### src/rtl/uart_pkg.sv
// uart_pkg
//   Shared definitions for the FIFO-fed UART transmitter: FSM state encoding,
//   idle line level, default parameter values and a counter-width helper.
//   No ports.
package uart_pkg;

    typedef enum logic [2:0] {
        IDLE  = 3'd0,
        POP   = 3'd1,
        LOAD  = 3'd2,
        START = 3'd3,
        DATA  = 3'd4,
        STOP  = 3'd5
    } state_t;

    localparam logic IDLE_LEVEL       = 1'b1;
    localparam int   DEF_WIDTH        = 8;
    localparam int   DEF_CLKS_PER_BIT = 16;
    localparam int   DEF_STOP_BITS    = 1;

    // Width needed to count 0..n-1; never narrower than one bit.
    function automatic int cnt_w(input int n);
        return (n <= 2) ? 1 : $clog2(n);
    endfunction

    localparam int BAUD_CNT_W = cnt_w(DEF_CLKS_PER_BIT);
    localparam int BIT_CNT_W  = cnt_w(DEF_WIDTH + 1);

endpackage

### src/rtl/fifo_uart_tx_baud_tick.sv
// baud_tick
//   Bit-period timer. Counts 0..clks_per_bit-1 and pulses tick during the
//   terminal count, then wraps. A synchronous restart forces the count back
//   to zero so every FSM state starts with a full bit period.
// Ports
//   clk      in  1  rising-edge clock
//   rst      in  1  asynchronous active-high reset
//   restart  in  1  synchronous clear of the count
//   tick     out 1  high in the last cycle of each bit period
module baud_tick
    import uart_pkg::*;
#(
    parameter int clks_per_bit = DEF_CLKS_PER_BIT
) (
    input  logic clk,
    input  logic rst,
    input  logic restart,
    output logic tick
);

    localparam int               CNT_W = cnt_w(clks_per_bit);
    localparam logic [CNT_W-1:0] TC    = CNT_W'(clks_per_bit - 1);

    logic [CNT_W-1:0] cnt;

    assign tick = (cnt == TC);

    always_ff @(posedge clk or posedge rst) begin
        if (rst) begin
            cnt <= '0;
        end else if (restart || tick) begin
            cnt <= '0;
        end else begin
            cnt <= cnt + CNT_W'(1);
        end
    end

endmodule

### src/rtl/fifo_uart_tx.sv
// fifo_uart_tx
//   Pops bytes from a synchronous FIFO and serialises each one as a UART
//   frame (start bit, width data bits LSB first, stop_bits stop bits).
//   Each frame is preceded by two idle-high cycles (POP, LOAD), including
//   back-to-back frames.
// Ports
//   clk         in  1      rising-edge clock
//   rst         in  1      asynchronous active-high reset
//   enable      in  1      permits starting new frames
//   fifo_empty  in  1      FIFO empty flag
//   fifo_data   in  width  FIFO read data, valid the cycle after fifo_rd_en
//   fifo_rd_en  out 1      single-cycle pop strobe
//   tx          out 1      registered serial line, idle high
//   busy        out 1      high from pop until the end of the last stop bit
//   frame_done  out 1      pulse in the last cycle of the last stop bit
module fifo_uart_tx
    import uart_pkg::*;
#(
    parameter int width        = DEF_WIDTH,
    parameter int clks_per_bit = DEF_CLKS_PER_BIT,
    parameter int stop_bits    = DEF_STOP_BITS
) (
    input  logic             clk,
    input  logic             rst,
    input  logic             enable,
    input  logic             fifo_empty,
    input  logic [width-1:0] fifo_data,
    output logic             fifo_rd_en,
    output logic             tx,
    output logic             busy,
    output logic             frame_done
);

    localparam int               BIT_W     = cnt_w(width + 1);
    localparam logic [BIT_W-1:0] LAST_DATA = BIT_W'(width - 1);
    localparam logic [BIT_W-1:0] LAST_STOP = BIT_W'(stop_bits - 1);

    state_t             state_q, state_d;
    logic [width-1:0]   shreg_q, shreg_d;
    logic [BIT_W-1:0]   bit_q, bit_d;
    logic               tx_q, tx_d;
    logic               tick;
    logic               restart;

    // Any state change restarts the bit-period timer.
    assign restart = (state_d != state_q);

    baud_tick #(
        .clks_per_bit(clks_per_bit)
    ) u_baud (
        .clk    (clk),
        .rst    (rst),
        .restart(restart),
        .tick   (tick)
    );

    always_ff @(posedge clk or posedge rst) begin
        if (rst) begin
            state_q <= IDLE;
            shreg_q <= '0;
            bit_q   <= '0;
            tx_q    <= IDLE_LEVEL;
        end else begin
            state_q <= state_d;
            shreg_q <= shreg_d;
            bit_q   <= bit_d;
            tx_q    <= tx_d;
        end
    end

    always_comb begin
        state_d    = state_q;
        shreg_d    = shreg_q;
        bit_d      = bit_q;
        frame_done = 1'b0;
        unique case (state_q)
            IDLE: begin
                if (enable && !fifo_empty) begin
                    state_d = POP;
                end
            end
            POP: begin
                state_d = LOAD;
            end
            LOAD: begin
                shreg_d = fifo_data;
                state_d = START;
            end
            START: begin
                if (tick) begin
                    bit_d   = '0;
                    state_d = DATA;
                end
            end
            DATA: begin
                if (tick) begin
                    shreg_d = shreg_q >> 1;
                    if (bit_q == LAST_DATA) begin
                        bit_d   = '0;
                        state_d = STOP;
                    end else begin
                        bit_d = bit_q + BIT_W'(1);
                    end
                end
            end
            STOP: begin
                if (tick) begin
                    if (bit_q == LAST_STOP) begin
                        frame_done = 1'b1;
                        bit_d      = '0;
                        state_d    = (enable && !fifo_empty) ? POP : IDLE;
                    end else begin
                        bit_d = bit_q + BIT_W'(1);
                    end
                end
            end
            default: begin
                state_d = IDLE;
            end
        endcase
    end

    // tx is computed from the next state so the registered line lines up
    // with the state it belongs to.
    always_comb begin
        tx_d = IDLE_LEVEL;
        case (state_d)
            START:   tx_d = 1'b0;
            DATA:    tx_d = shreg_d[0];
            default: tx_d = IDLE_LEVEL;
        endcase
    end

    assign tx         = tx_q;
    assign fifo_rd_en = (state_q == POP);
    assign busy       = (state_q != IDLE);

endmodule

### config.mk
export PLATFORM = sky130hd
export DESIGN_NAME = fifo_uart_tx
export DESIGN_NICKNAME = d
export VERILOG_FILES = /design/src/rtl/uart_pkg.sv /design/src/rtl/fifo_uart_tx_baud_tick.sv /design/src/rtl/fifo_uart_tx.sv
export SDC_FILE = /design/constraint.sdc
export NUM_CORES = 1
export LEC_CHECK = 0
export CAP_MARGIN = 20
export CORE_ASPECT_RATIO = 0.8
export CORE_MARGIN = 5
export CORE_UTILIZATION = 25
export DETAILED_ROUTE_END_ITERATION = 16
export PLACE_DENSITY = 0.46
export SLEW_MARGIN = 20
export SYNTH_ARGS = -nofsm -noshare
export SYNTH_HDL_FRONTEND = slang
export SYNTH_SLANG_ARGS = --single-unit
export TNS_END_PERCENT = 10
### constraint.sdc
create_clock -name clk -period 1.9 [get_ports clk]
set_clock_uncertainty 0.1 [all_clocks]
set_input_delay 0.19 -clock clk [delete_from_list [all_inputs] [get_ports clk]]
set_output_delay 0.19 -clock clk [all_outputs]
set_load 0.02 [all_outputs]
==> reports/results.tsv <==
stage	metric	value	unit
status	status	complete, no violations	
critical_path	r2r_end	tx	
power	total_power	0.912	mW
finish	final_nets	160	
global_route	met3_resource_use_gr	3.42	%
finish	num-fill-cells	469	
synth	yosys_warnings	0	
synth	synthCells	114	
critical_path	cp_max_fo	7	
finish	final_cells	204	
synth	number_of_synthesized_register_bits	20	
global_route	grt_max_degree	21	
power	sequentialPowerShare	48.1	%
hold_path	type_of_the_most_critical_hold_path	in2async	
power	cellLeakagePower	0.668	nW
synth	async_flop_share	100	%
detailed_routing	detail-route-antenna-nets	0	
critical_path	cp_num_buf_inv	1	
detailed_routing	detailedRoute.firstIterationViolations	82	
global_route	gr-usage-met1	13.9	%
critical_path	arr_time_crit_path	1.54	ns
critical_path	worst_setup_path_end_kind	output port	
cts	cts-buffers-inserted	3	
detailed_routing	drt_first_pass_iters	4	
timing	min_period	1.83	ns
cts	clock_tree.root_cell	sky130_fd_sc_hd__clkbuf_8	
timing	max_freq	546	MHz
finish	layout-area-overhead-vs-synth	33.6	%
floorplan	i_o_pin_count	16	
synth	post_synth.cell_area_avg	10.0	um2
floorplan	start_util	25.3	%
placed_design	place_area	0.00145	mm2
critical_path	worst_path_largest_cell_delay	0.48	ns
timing	fin_crit_sh	96.4	%
global_route	number_of_global_route_vias_before_repair	952	
placed_design	dp_hpwl	1.95	mm
finish	num_antenna_cells	0	
power	intPower	0.746	mW
timing	pins_over_their_slew_limit	0	
critical_path	worst_path_class_setup	reg2out	
critical_path	crit_path_cell_trace	or3_2 -> dlygate4sd2_1	
synth	synth-edff-count	0	
run	max_cap_viol_count	0	
detailed_routing	viasPerCell	4.54	
cts	postCtsSetupRepairBufs	0	
cts	cts_tree	yes	
global_route	globalRouteTotalUtil	9.54	%
critical_path	start_kind	flip-flop	
placed_design	place.detailed.instances	200	
synth	yosysUniqueCellTypes	44	
timing	grt_setup_unrepaired	false	
power	ir_worst_vdd	0.000365	V
synth	ys.flop_type	sky130_fd_sc_hd__dfrtp_1	
cts	clk-insertion-delay-late	0.26	ns
detailed_routing	routed_wl	2.55	mm
floorplan	placementRows	22	
critical_path	r2r_slack	0.13	ns
power	combPwrFrac	5.5	%
floorplan	die_area	0.00603	mm2
global_route	global_route_wire_length_before_repair	4.64	mm
floorplan	floorplan_core_area	0.00451	mm2
finish	register_area	503	um2
power	power_switching	0.165	mW
detailed_routing	vias	926	
finish	post-route-cell-area	0.00153	mm2
power	power.share.switching	18.1	%
synth	syn_area	0.00114	mm2
critical_path	r2r.worst_path.cells	6	
critical_path	worstReg2RegStart	bit_q[0]	
timing	finalSetupViolations	0	
cts	holdBufCountCts	0	
timing	fin_setup_tns	0	ns
critical_path	worst_ep_required_time	1.61	ns
global_route	top_usage_layer	met1	
cts	clock_pin_slew_of_the_registers_on_the_worst_case_setup_and_hold_paths	0.08	ns
global_route	number_of_antenna_violations_at_the_first_check_in_global_routing	0	
floorplan	chipHeight	70.5	um
placed_design	finalWeightedCongestion	0.844	
global_route	overflow_left_after_global_routing	0	
power	p_clk_share	46.4	%
cts	clkSinkCount	20	
detailed_routing	avgRoutedWirePerCell	12.5	um
critical_path	critical_path.slowest_cell	sky130_fd_sc_hd__or3_2	
placed_design	io_buffer_count	15	
placed_design	preCtsSetupSlack	-0.142	ns
power	cellPowerDensity	597	mW/mm2
critical_path	cpLargestDelayFamily	simple AND/OR/NAND/NOR gates	
synth	yosysSeqAreaShare	43.9	%
finish	mostFrequentLayoutCells	18 x sky130_fd_sc_hd__nand2_1, 18 x sky130_fd_sc_hd__dfrtp_1, 17 x sky130_fd_sc_hd__buf_4	
detailed_routing	drc_errors	0	
timing	hold_viol_final	0	
floorplan	die_width	85.6	um
cts	ctsLongestPathBuffers	2	
global_route	grtUsageMet2	13.4	%
timing	slew_headroom	71.2	%
timing	worst_margin_pin_slew	0.428	ns
cts	cts_max_level	1	
finish	multiInputGateArea	582	um2
synth	synth.net_count	129	
timing	final_critical_path_setup_slack	0.0678	ns
finish	drive_above_1_share	26.4	%
[power groups by stage]
stage	sequential [mW]	clock [mW]	combinational, mW
finish	0.438	0.423	0.0504
global route	0.440	0.456	0.0557
CTS	0.438	0.442	0.0519
floorplan	0.448	0	0.0172
global placement	0.447	0	0.0512
detailed placement	0.447	0	0.0516
[flip-flops by register name, indices dropped and copies added, names as in the netlist]
register    flops
shreg_q         8
bit_q           4
u_baud.cnt      4
state_q         3
tx              1
[per-layer routing]
layer | vias up | part of all wire [%]
li1 | 471 | -
met1 | 434 | 54
met2 | 17 | 42
met3 | 4 | 3.8
met4 | 0 | 1.1
met5 | - | 0
[final cells by class]
cell class                 instances  area share [%]
clock buffer                       3            2.70
multi-input combinational         81            38.1
inverter                           8            1.97
sequential                        20            33.0
tap                               60            4.92
timing repair buffer              31            17.4
clock inverter                     1            1.97
[stage by stage]
step	hold WS [ns]	utilization (%)
detailed placement	0.364	32.2
floorplan	0.0531	-
global route	0.188	33.8
CTS	0.164	33.6
global placement	0.360	32.2
finish	0.155	33.8
[worst max-delay path by stage]
| stage | start | end | slack [ns] | cells past startpoint |
|---|---|---|---|---|
| final | state_q[0] | busy | 0.07 | 2 |
| after global routing | bit_q[1] | frame_done | 0.005 | 5 |
| after CTS | bit_q[0] | frame_done | 0.02 | 5 |
| after detailed placement | bit_q[0] | frame_done | -0.14 | 5 |
| after global placement | bit_q[0] | frame_done | -0.12 | 5 |
| after floorplan | bit_q[0] | frame_done | 0.12 | 4 |
[logic make-up (layout without fill, tap and decap cells)]
logic type                 after synthesis  count (layout)  share of synthesized area, %
xor gates and xnor gates                 3               3                          2.30
adders and majority gates                3               3                          3.29
AOI/OAI and AO/OA                       27              27                          19.5
and+or+nand+nor                         48              48                          25.2
DFF                                     20              20                          43.9
buffers and inverters                   13              43                          5.80
[worst min-delay path: cells and delay by family]
family,cells,cell delay [ns]
buffers and inverters,3,0.71
[timing repair]
item | in CTS | in global routing
hold endpoints to repair | 0 | 0
endpoints found under the setup margin | 3 | 3
pin swaps | 0 | 0
resized for setup | 7 | 4
[synthesized netlist by cell type (all sizes together), types with 3 or more instances]
master | n | area share [%]
dfrtp | 19 | 42
nand2 | 18 | 5.9
inv | 8 | 2.6
o21ai | 7 | 3.1
a22oi | 6 | 3.9
nor3 | 6 | 3.6
buf | 5 | 3.2
nand3 | 4 | 2.8
ha | 3 | 3.3
nor2 | 3 | 0.99
nor3b | 3 | 2.4
xor2 | 3 | 2.3
No activity file was read; power rests on OpenSTA's default activity.
